`config.mk`:
```
export PLATFORM = sky130hd
export DESIGN_NAME = interrupt_ctrl_mod_flat
export DESIGN_NICKNAME = d
export VERILOG_FILES = /design/src/rtl/interrupt_ctrl_mod_if.sv /design/src/rtl/interrupt_ctrl_mod.sv /design/src/flat_wrapper.sv
export SDC_FILE = /design/constraint.sdc
export NUM_CORES = 1
export LEC_CHECK = 0
export ABC_AREA = 1
export CAP_MARGIN = 10
export CORE_AREA = 4 4 66 68
export CTS_CLUSTER_SIZE = 30
export DETAILED_ROUTE_END_ITERATION = 12
export DIE_AREA = 0 0 70 72
export HOLD_SLACK_MARGIN = 0.08
export PLACE_DENSITY = 0.7
export SETUP_SLACK_MARGIN = 0.15
export SLEW_MARGIN = 20
export SYNTH_ARGS = -nofsm -noshare
export SYNTH_HDL_FRONTEND = slang
export SYNTH_SLANG_ARGS = --single-unit
```
`constraint.sdc`:
```
create_clock -name clock -period 2.9 [get_ports clock]
set_input_delay 0.58 -clock clock [delete_from_list [all_inputs] [get_ports clock]]
set_output_delay 0.58 -clock clock [all_outputs]
set_load 0.005 [all_outputs]
```
`src/rtl/interrupt_ctrl_mod_if.sv`:
```
// Bundles the interrupt controller's register port, CPU event pulses and
// dispatch handshake. The master side is the CPU/IO decode, the slave side
// is the controller.
interface interrupt_ctrl_mod_if #(
  parameter int NUM_IRQ = 5
);
  logic [NUM_IRQ-1:0] irq_src;
  logic               reg_wr_en;
  logic               reg_sel;
  logic [7:0]         reg_wdata;
  logic [7:0]         reg_rdata;
  logic               inst_boundary;
  logic               ei_exec;
  logic               di_exec;
  logic               reti_exec;
  logic               halt_exec;
  logic               dispatch_req;
  logic               dispatch_ack;
  logic [7:0]         dispatch_vector;
  logic               dispatch_busy;
  logic               ime;
  logic               halted;

  modport master (
    output irq_src, reg_wr_en, reg_sel, reg_wdata, inst_boundary,
           ei_exec, di_exec, reti_exec, halt_exec, dispatch_ack,
    input  reg_rdata, dispatch_req, dispatch_vector, dispatch_busy, ime, halted
  );

  modport slave (
    input  irq_src, reg_wr_en, reg_sel, reg_wdata, inst_boundary,
           ei_exec, di_exec, reti_exec, halt_exec, dispatch_ack,
    output reg_rdata, dispatch_req, dispatch_vector, dispatch_busy, ime, halted
  );
endinterface

```
`src/rtl/interrupt_ctrl_mod.sv`:
```
// Interrupt controller: IF/IE registers, IME with delayed EI enable,
// lowest-index-first priority, dispatch request/ack sequencing and HALT
// tracking. Bit 0 of IF/IE is the highest priority source.
module interrupt_ctrl_mod #(
  parameter int         NUM_IRQ         = 5,
  parameter logic [7:0] VEC_BASE        = 8'h40,
  parameter logic [7:0] VEC_STRIDE      = 8'h08,
  parameter int         DISPATCH_CYCLES = 5
) (
  input logic                 clock,
  input logic                 reset,
  interrupt_ctrl_mod_if.slave bus
);
  localparam int IDX_W = (NUM_IRQ > 1) ? $clog2(NUM_IRQ) : 1;
  localparam int CNT_W = $clog2(DISPATCH_CYCLES + 1);
  localparam logic [CNT_W-1:0] CNT_LOAD = CNT_W'(DISPATCH_CYCLES);

  typedef enum logic [1:0] {
    ST_IDLE     = 2'd0,
    ST_REQ      = 2'd1,
    ST_DISPATCH = 2'd2
  } state_t;

  state_t             state_reg, state_next;
  logic [NUM_IRQ-1:0] if_reg, if_next;
  logic [7:0]         ie_reg, ie_next;
  logic               ime_reg, ime_next;
  logic [1:0]         ei_cnt_reg, ei_cnt_next;
  logic [CNT_W-1:0]   busy_cnt_reg, busy_cnt_next;
  logic [7:0]         vector_reg, vector_next;
  logic               halted_reg, halted_next;

  logic [NUM_IRQ-1:0] pending;
  logic               pending_any;
  logic [NUM_IRQ-1:0] idx_mask;
  logic [IDX_W-1:0]   idx;
  logic [7:0]         vector_calc;
  logic               ack_take;
  logic               ei_fire;
  logic               ime_eff;
  logic [7:0]         if_rdata;

  assign pending     = ie_reg[NUM_IRQ-1:0] & if_reg;
  assign pending_any = |pending;
  // Isolate the lowest set bit: that is the winning source.
  assign idx_mask    = pending & (~pending + NUM_IRQ'(1));
  assign vector_calc = VEC_BASE + VEC_STRIDE * 8'(idx);
  assign ack_take    = (state_reg == ST_REQ) && bus.dispatch_ack && pending_any;
  // EI countdown expiring at this boundary enables interrupts for this very boundary.
  assign ei_fire     = !bus.di_exec && !bus.ei_exec && bus.inst_boundary && (ei_cnt_reg == 2'd1);
  assign ime_eff     = !bus.di_exec && (ime_reg || ei_fire);

  // IF readback: implemented bits from the register, unused upper bits read as 1.
  genvar gi;
  generate
    for (gi = 0; gi < 8; gi++) begin : g_if_rd
      if (gi < NUM_IRQ) begin : g_used
        assign if_rdata[gi] = if_reg[gi];
      end else begin : g_unused
        assign if_rdata[gi] = 1'b1;
      end
    end
  endgenerate

  // Priority encoder: index of the lowest pending source.
  always_comb begin
    idx = '0;
    for (int i = NUM_IRQ - 1; i >= 0; i--) begin
      if (pending[i]) idx = IDX_W'(i);
    end
  end

  // State and register file, cleared asynchronously.
  always_ff @(posedge clock or negedge reset) begin
    if (!reset) begin
      state_reg    <= ST_IDLE;
      if_reg       <= '0;
      ie_reg       <= '0;
      ime_reg      <= 1'b0;
      ei_cnt_reg   <= 2'd0;
      busy_cnt_reg <= '0;
      vector_reg   <= 8'h00;
      halted_reg   <= 1'b0;
    end else begin
      state_reg    <= state_next;
      if_reg       <= if_next;
      ie_reg       <= ie_next;
      ime_reg      <= ime_next;
      ei_cnt_reg   <= ei_cnt_next;
      busy_cnt_reg <= busy_cnt_next;
      vector_reg   <= vector_next;
      halted_reg   <= halted_next;
    end
  end

  // Next-state logic for the dispatch sequencer.
  always_comb begin
    state_next = state_reg;
    case (state_reg)
      ST_IDLE: begin
        if (bus.inst_boundary && ime_eff && pending_any && !halted_reg)
          state_next = ST_REQ;
      end
      ST_REQ: begin
        if (!pending_any)
          state_next = ST_IDLE;
        else if (bus.dispatch_ack)
          state_next = ST_DISPATCH;
      end
      ST_DISPATCH: begin
        if (busy_cnt_reg <= CNT_W'(1))
          state_next = ST_IDLE;
      end
      default: state_next = ST_IDLE;
    endcase
  end

  // Register, IME, EI countdown, busy counter, vector and HALT updates.
  always_comb begin
    // IF: register write, then ack clear, then new requests (a new request wins).
    if_next = if_reg;
    if (bus.reg_wr_en && !bus.reg_sel) if_next = bus.reg_wdata[NUM_IRQ-1:0];
    if (ack_take) if_next = if_next & ~idx_mask;
    if_next = if_next | bus.irq_src;

    ie_next = ie_reg;
    if (bus.reg_wr_en && bus.reg_sel) ie_next = bus.reg_wdata;

    ei_cnt_next = ei_cnt_reg;
    if (bus.di_exec)
      ei_cnt_next = 2'd0;
    else if (bus.ei_exec)
      ei_cnt_next = 2'd2;
    else if (bus.inst_boundary && (ei_cnt_reg != 2'd0))
      ei_cnt_next = ei_cnt_reg - 2'd1;

    if (bus.di_exec || ack_take)
      ime_next = 1'b0;
    else
      ime_next = ime_reg || ei_fire || bus.reti_exec;

    busy_cnt_next = busy_cnt_reg;
    if (ack_take)
      busy_cnt_next = CNT_LOAD;
    else if ((state_reg == ST_DISPATCH) && (busy_cnt_reg != '0))
      busy_cnt_next = busy_cnt_reg - CNT_W'(1);

    vector_next = vector_reg;
    if (ack_take) vector_next = vector_calc;

    halted_next = halted_reg;
    if (pending_any)
      halted_next = 1'b0;
    else if (bus.halt_exec)
      halted_next = 1'b1;
  end

  // Output decode from state and registers.
  always_comb begin
    bus.dispatch_req    = (state_reg == ST_REQ);
    bus.dispatch_busy   = (state_reg == ST_DISPATCH);
    bus.dispatch_vector = vector_reg;
    bus.ime             = ime_reg;
    bus.halted          = halted_reg;
    bus.reg_rdata       = bus.reg_sel ? ie_reg : if_rdata;
  end
endmodule
```
`src/flat_wrapper.sv`:
```
// flat-port wrapper written by rule: the top's interface ports become plain ports
module interrupt_ctrl_mod_flat 
#(
  parameter int         NUM_IRQ         = 5,
  parameter logic [7:0] VEC_BASE        = 8'h40,
  parameter logic [7:0] VEC_STRIDE      = 8'h08,
  parameter int         DISPATCH_CYCLES = 5
)
  (clock, reset, bus_irq_src, bus_reg_wr_en, bus_reg_sel, bus_reg_wdata, bus_inst_boundary, bus_ei_exec, bus_di_exec, bus_reti_exec, bus_halt_exec, bus_dispatch_ack, bus_reg_rdata, bus_dispatch_req, bus_dispatch_vector, bus_dispatch_busy, bus_ime, bus_halted);
  interrupt_ctrl_mod_if #(.NUM_IRQ(NUM_IRQ)) bus_i ();
  input logic clock;
  input logic reset;
  input wire logic [$bits(bus_i.irq_src)-1:0] bus_irq_src;
  input wire logic [$bits(bus_i.reg_wr_en)-1:0] bus_reg_wr_en;
  input wire logic [$bits(bus_i.reg_sel)-1:0] bus_reg_sel;
  input wire logic [$bits(bus_i.reg_wdata)-1:0] bus_reg_wdata;
  input wire logic [$bits(bus_i.inst_boundary)-1:0] bus_inst_boundary;
  input wire logic [$bits(bus_i.ei_exec)-1:0] bus_ei_exec;
  input wire logic [$bits(bus_i.di_exec)-1:0] bus_di_exec;
  input wire logic [$bits(bus_i.reti_exec)-1:0] bus_reti_exec;
  input wire logic [$bits(bus_i.halt_exec)-1:0] bus_halt_exec;
  input wire logic [$bits(bus_i.dispatch_ack)-1:0] bus_dispatch_ack;
  output wire logic [$bits(bus_i.reg_rdata)-1:0] bus_reg_rdata;
  output wire logic [$bits(bus_i.dispatch_req)-1:0] bus_dispatch_req;
  output wire logic [$bits(bus_i.dispatch_vector)-1:0] bus_dispatch_vector;
  output wire logic [$bits(bus_i.dispatch_busy)-1:0] bus_dispatch_busy;
  output wire logic [$bits(bus_i.ime)-1:0] bus_ime;
  output wire logic [$bits(bus_i.halted)-1:0] bus_halted;
  assign bus_i.irq_src = bus_irq_src;
  assign bus_i.reg_wr_en = bus_reg_wr_en;
  assign bus_i.reg_sel = bus_reg_sel;
  assign bus_i.reg_wdata = bus_reg_wdata;
  assign bus_i.inst_boundary = bus_inst_boundary;
  assign bus_i.ei_exec = bus_ei_exec;
  assign bus_i.di_exec = bus_di_exec;
  assign bus_i.reti_exec = bus_reti_exec;
  assign bus_i.halt_exec = bus_halt_exec;
  assign bus_i.dispatch_ack = bus_dispatch_ack;
  assign bus_reg_rdata = bus_i.reg_rdata;
  assign bus_dispatch_req = bus_i.dispatch_req;
  assign bus_dispatch_vector = bus_i.dispatch_vector;
  assign bus_dispatch_busy = bus_i.dispatch_busy;
  assign bus_ime = bus_i.ime;
  assign bus_halted = bus_i.halted;
  interrupt_ctrl_mod #(.NUM_IRQ(NUM_IRQ), .VEC_BASE(VEC_BASE), .VEC_STRIDE(VEC_STRIDE), .DISPATCH_CYCLES(DISPATCH_CYCLES)) u_core (.clock(clock), .reset(reset), .bus(bus_i));
endmodule
```
==> impl_metrics.ini, run 1 <==
[outcome]
status = completed

[drt]
vias = 1196
ant_nets = 0
dr.pass1.iters = 4
wl_per_cell_um = 10.3
drc = 0
drt_iter0_drc = 60
finalWirelength_um = 2860
avgViaCountPerCell = 4.32

[final_layout]
seq_area_sq_um = 651
multiInputGateArea_sq_um = 672
nets = 256
syn_to_final_growth_pct = 34.9
largest_reg_flops = 8
drive_gt1_share_pct = 10.1
nFillCells = 383
diodes = 0

[place]
preCtsSetupSlack_ps = 433
dp_hpwl_um = 2240
numPortBuffers = 38
gp_congestion = 0.759

[worst_setup_path]
reg2reg_to = u_core.bus.dispatch_vector[6]$_DFFE_PN0P_
cp-start-kind = input pin
worst_path_max_delay_cell = clkdlybuf4s50_1
cp.required_ps = 2320
critPathCaptureType = output port
crit_arrival_ps = 1880
critPathMaxFanout = 9
crit_chain = clkdlybuf4s50_1 -> inv_2 -> or2_2 -> clkdlybuf4s50_1
cpMostUsedCell = clkdlybuf4s50_1
r2r-start = u_core.if_reg[0]$_DFF_PN0_
reg2reg_depth = 7
r2r_slack_ps = 1560
slowest_delay_ps = 490
path_class = input pin to output port

[clock_network]
cts_tree = built
cts_made_buffers = 3
htree_levels = 1
insertion_delay_ps = 280
post_cts_buffers = 0
clock_sinks = 26
clk_pin_slew_ps = 80
cts_hold_buffers = 0
root_buffer = clkbuf_8
cts_max_path_buffers = 2
post_cts_resized = 0

[timing]
finalMaxSlewViolations = 0
tns_ps = 0
final-hold-violation-count = 0
period_share_pct = 84.8
period_needed_ps = 2460
worst_slack_ps = 442
grt_setup_unrepaired = no
fmax_mhz = 407
skew_ps = 15.9
setup-violations-final = 0

[yosys]
synth_seq_area_share_pct = 44.9
yosys_register_bits = 26
async_flop_share_pct = 100
ys_types = 25
yosys-top-cells-area = dfrtp_1 45%, nand2_1 16%, inv_1 6.7%
synth-main-ff-cell = dfrtp_1
synth_top_area_share_pct = 44.9
yosys_warnings = 0
syn_area_sq_mm = 0.00145
synth_edf_count = 0
syn_avg_cell_area_sq_um = 7.84
syn_inst = 185
synth.cells.most_frequent = 62 x nand2_1, 26 x dfrtp_1, 26 x inv_1
synthMostInstantiatedCell = nand2_1
synth_area_leader_cell = dfrtp_1

[hold_path]
hp-class = flop to flop
holdCritStartpoint = u_core.bus.dispatch_vector[6]$_DFFE_PN0P_
min_path_cells = 1
holdPathEnd = u_core.bus.dispatch_vector[6]$_DFFE_PN0P_

[power_and_ir_drop]
power_leakage_nw = 1.01
p_switching_mw = 0.350
vdd_drop_max_mv = 0.181
clockPowerShare_pct = 26.0
p_per_area_mw_per_mm2 = 599
p_comb_share_pct = 32.3
intPower_mw = 0.823
p_seq_share_pct = 41.7
switching_share_pct = 29.8

[grt]
grt_usage_pct = 12.0
grt_pass1_vias = 1117
grt_max_degree = 27
grt.overflow.total = 0
grt_antenna_before_repair = 0
grt_pass1_wl_um = 4860

[floorplan]
dieArea_sq_mm = 0.00504
die_w_um = 70
die_h_um = 72
num_rows = 23
core-area_sq_mm = 0.00386
initial_utilization_pct = 37.6
io_pins = 43

[flow_run]
maxCapViolCount = 0
logic make-up (layout without fill, tap and decap cells):
| group | after synthesis | count (layout) | share of synthesized area [%] |
|---|---|---|---|
| flops | 26 | 26 | 44.9 |
| mux | 3 | 3 | 2.33 |
| xor+xnor | 1 | 1 | 0.604 |
| buf+inv | 33 | 72 | 9.58 |
| other cells | 1 | 4 | 0.259 |
| fa+ha+maj | 5 | 5 | 4.31 |
| simple gates | 95 | 95 | 30.6 |
| compound gates | 21 | 21 | 7.42 |
placed cells by master, fill, tap and decap left out, drive strengths merged, types with 4 or more instances in the layout:
master,count
nor2,11
inv,28
or2,4
o21ai,17
nand2,69
conb,4
ha,5
dfrtp,26
clkdlybuf4s50,38
nand3,9
stage by stage:
| stage | cells | hold slack (ps) | instance area, sq um | power [mW] | utilization, % |
|---|---|---|---|---|---|
| floorplan | 188 | 284 | 1460 | 0.703 | - |
| global placement | 273 | 446 | 1890 | 0.872 | 48.9 |
| detailed placement | 273 | 454 | 1890 | 0.882 | 48.9 |
| CTS | 277 | 477 | 1960 | 1.19 | 50.7 |
| global route | 277 | 526 | 1960 | 1.27 | 50.7 |
| finish | 277 | 466 | 1960 | 1.17 | 50.7 |
cell type report:
type | instances | share of cell area (%)
Tap cell | 50 | 3.20
Clock buffer | 3 | 2.11
Inverter | 28 | 5.37
Clock inverter | 1 | 1.53
Multi-Input combinational cell | 129 | 34.3
Timing Repair Buffer | 40 | 20.2
Sequential cell | 26 | 33.2
worst max-delay path, delay by kind of cell:
family / cells / cell delay, ps
simple gates: 1 / 280
buf+inv: 3 / 1020
routing by layer:
layer	up-vias	global-route usage, %	wire length, um
li1	647	-	-
met1	518	13.6	1300
met2	26	21.5	1330
met3	5	2.35	163
met4	0	6.38	71
met5	-	0	0
power by group through the flow:
stage / clock network [mW] / logic, mW / registers [mW]
finish: 0.305 / 0.379 / 0.489
global placement: 0 / 0.377 / 0.494
detailed placement: 0 / 0.385 / 0.497
CTS: 0.317 / 0.387 / 0.489
floorplan: 0 / 0.214 / 0.489
global route: 0.328 / 0.436 / 0.501
worst max path at each step:
stage,start,end,cells past startpoint
2_1_floorplan,bus_reg_sel,bus_reg_rdata[5],2
4_1_cts,bus_reg_sel,bus_reg_rdata[5],4
3_5_place_dp,bus_reg_sel,bus_reg_rdata[5],4
5_1_grt,bus_reg_sel,bus_reg_rdata[5],4
6_report,bus_reg_sel,bus_reg_rdata[5],4
3_3_place_gp,bus_reg_sel,bus_reg_rdata[6],4
No activity file was read; power rests on OpenSTA's default activity.
==> run 2: changes to the inputs <==
Settings changed: PLACE_DENSITY 0.7 to 0.73.
Clock period 2.9 ns to 2.15 ns, I/O delays scaled along.
==> impl_metrics.ini, run 2 (same netlist as run 1, synthesis figures left out) <==
[outcome]
status = completed

[place]
dp_hpwl_um = 2240
gp_congestion = 0.759
numPortBuffers = 38
place_inst = 274
dpl-instance-area_sq_mm = 0.00189

[grt]
grt_antenna_before_repair = 0
grt_max_degree = 27
grt_pass1_wl_um = 5180
grt_pass1_vias = 1130
grt_usage_pct = 12.6
grt.overflow.total = 0

[final_layout]
diodes = 0
largest_reg_flops = 8
drive_gt1_share_pct = 11.0
nFillCells = 389
fin_area_sq_mm = 0.00194
layout_commonest_cell = nand2_1
fin_cells = 278
nets = 258
syn_to_final_growth_pct = 33.6
final_cell_mix = 62 x nand2_1, 37 x clkdlybuf4s50_1, 26 x inv_1, 26 x dfrtp_1, 16 x o21ai_0

[clock_network]
cts_tree = built
clk_pin_slew_ps = 80
root_buffer = clkbuf_8
insertion_delay_ps = 270
clock_sinks = 26
cts_made_buffers = 3
htree_levels = 1
cts_max_path_buffers = 2
post_cts_buffers = 0
cts_hold_buffers = 0

[floorplan]
core-area_sq_mm = 0.00386
die_w_um = 70
initial_utilization_pct = 37.6
num_rows = 23
io_pins = 43
die_h_um = 72
dieArea_sq_mm = 0.00504

[timing]
fmax_mhz = 550
skew_ps = 4.33
period_needed_ps = 1820
period_share_pct = 84.5
grt_setup_unrepaired = no
finalMaxSlewViolations = 0
setup-violations-final = 0
final-hold-violation-count = 0

[power_and_ir_drop]
finalPower_mw = 1.44
vdd_drop_max_mv = 0.339
power_leakage_nw = 1.00
p_per_area_mw_per_mm2 = 744

[worst_setup_path]
cp-start-kind = flop
cp.required_ps = 1720
r2r_slack_ps = 830
crit_arrival_ps = 1390
critPathMaxFanout = 3
reg2reg_depth = 7
reg2reg_to = u_core.bus.dispatch_vector[6]$_DFFE_PN0P_
critPathCaptureType = output port
worst_path_max_delay_cell = clkdlybuf4s50_1
crit_chain = nor2_1 -> clkdlybuf4s50_1
slowest_delay_ps = 540
r2r-start = u_core.if_reg[1]$_DFF_PN0_
setup.worst_path.end = bus_dispatch_busy
path_class = flop to output port
critPathLaunch = u_core.state_reg[0]$_DFFE_PN0P_

[drt]
dr.pass1.iters = 4
wl_per_cell_um = 10.3
finalWirelength_um = 2870
drc = 0
drt_iter0_drc = 34
avgViaCountPerCell = 4.28
ant_nets = 0
vias = 1191

[hold_path]
hp-class = flop to flop

[flow_run]
maxCapViolCount = 0
run 2: worst min path at each step:
stage               cells after the start                                       from                                        end  slack [ps]
floorplan                               0                                      reset  u_core.bus.dispatch_vector[3]$_DFFE_PN0P_         130
global placement                        1  u_core.bus.dispatch_vector[6]$_DFFE_PN0P_  u_core.bus.dispatch_vector[6]$_DFFE_PN0P_         450
detailed placement                      1  u_core.bus.dispatch_vector[6]$_DFFE_PN0P_  u_core.bus.dispatch_vector[6]$_DFFE_PN0P_         460
CTS                                     1  u_core.bus.dispatch_vector[6]$_DFFE_PN0P_  u_core.bus.dispatch_vector[6]$_DFFE_PN0P_         480
global route                            1  u_core.bus.dispatch_vector[6]$_DFFE_PN0P_  u_core.bus.dispatch_vector[6]$_DFFE_PN0P_         500
finish                                  1  u_core.bus.dispatch_vector[6]$_DFFE_PN0P_  u_core.bus.dispatch_vector[6]$_DFFE_PN0P_         470
run 2: cell type report:
type	instances	area, sq um	share of cell area, %
clock buffer	3	41.3	2.13
multi-input combinational	129	672	34.7
sequential	26	651	33.6
timing repair inverter	1	7.51	0.388
timing repair buffer	41	398	20.5
inverter	28	105	5.43
tap	50	62.6	3.23
run 2: where the power goes:
| part | switching (mW) | internal, mW |
|---|---|---|
| Sequential | 0.0679 | 0.593 |
| Combinational | 0.245 | 0.268 |
| Clock | 0.142 | 0.125 |
run 2: through the flow:
stage	worst slack, ps	TNS [ps]	utilization [%]	hold WS, ps
finish	333	0	50.2	470
CTS	160	0	50.3	477
global route	236	0	50.2	501
detailed placement	-21.9	-60.8	49.1	457
floorplan	939	0	-	134
global placement	-20.9	-61.7	49.1	450
run 2: what timing repair did:
item	in CTS	in global routing
cloned	1	0
gates resized for setup	2	2
setup endpoints to repair	8	8
hold endpoints to repair	0	0
run 2: layer usage:
metal  vias up  track usage (%)  part of all wire, %
met1       500             16.9                   47
met3         4             2.49                  7.2
met2        36             19.9                   44
met5         -                0                    0
met4         0             5.11                  1.3
li1        651                -                    -
run 2: worst max-delay path: cells and delay by family, from the launching register on:
family	cells	cell delay (ps)
flip-flops	1	390
buffers and inverters	1	540
AND/OR/NAND/NOR	1	190
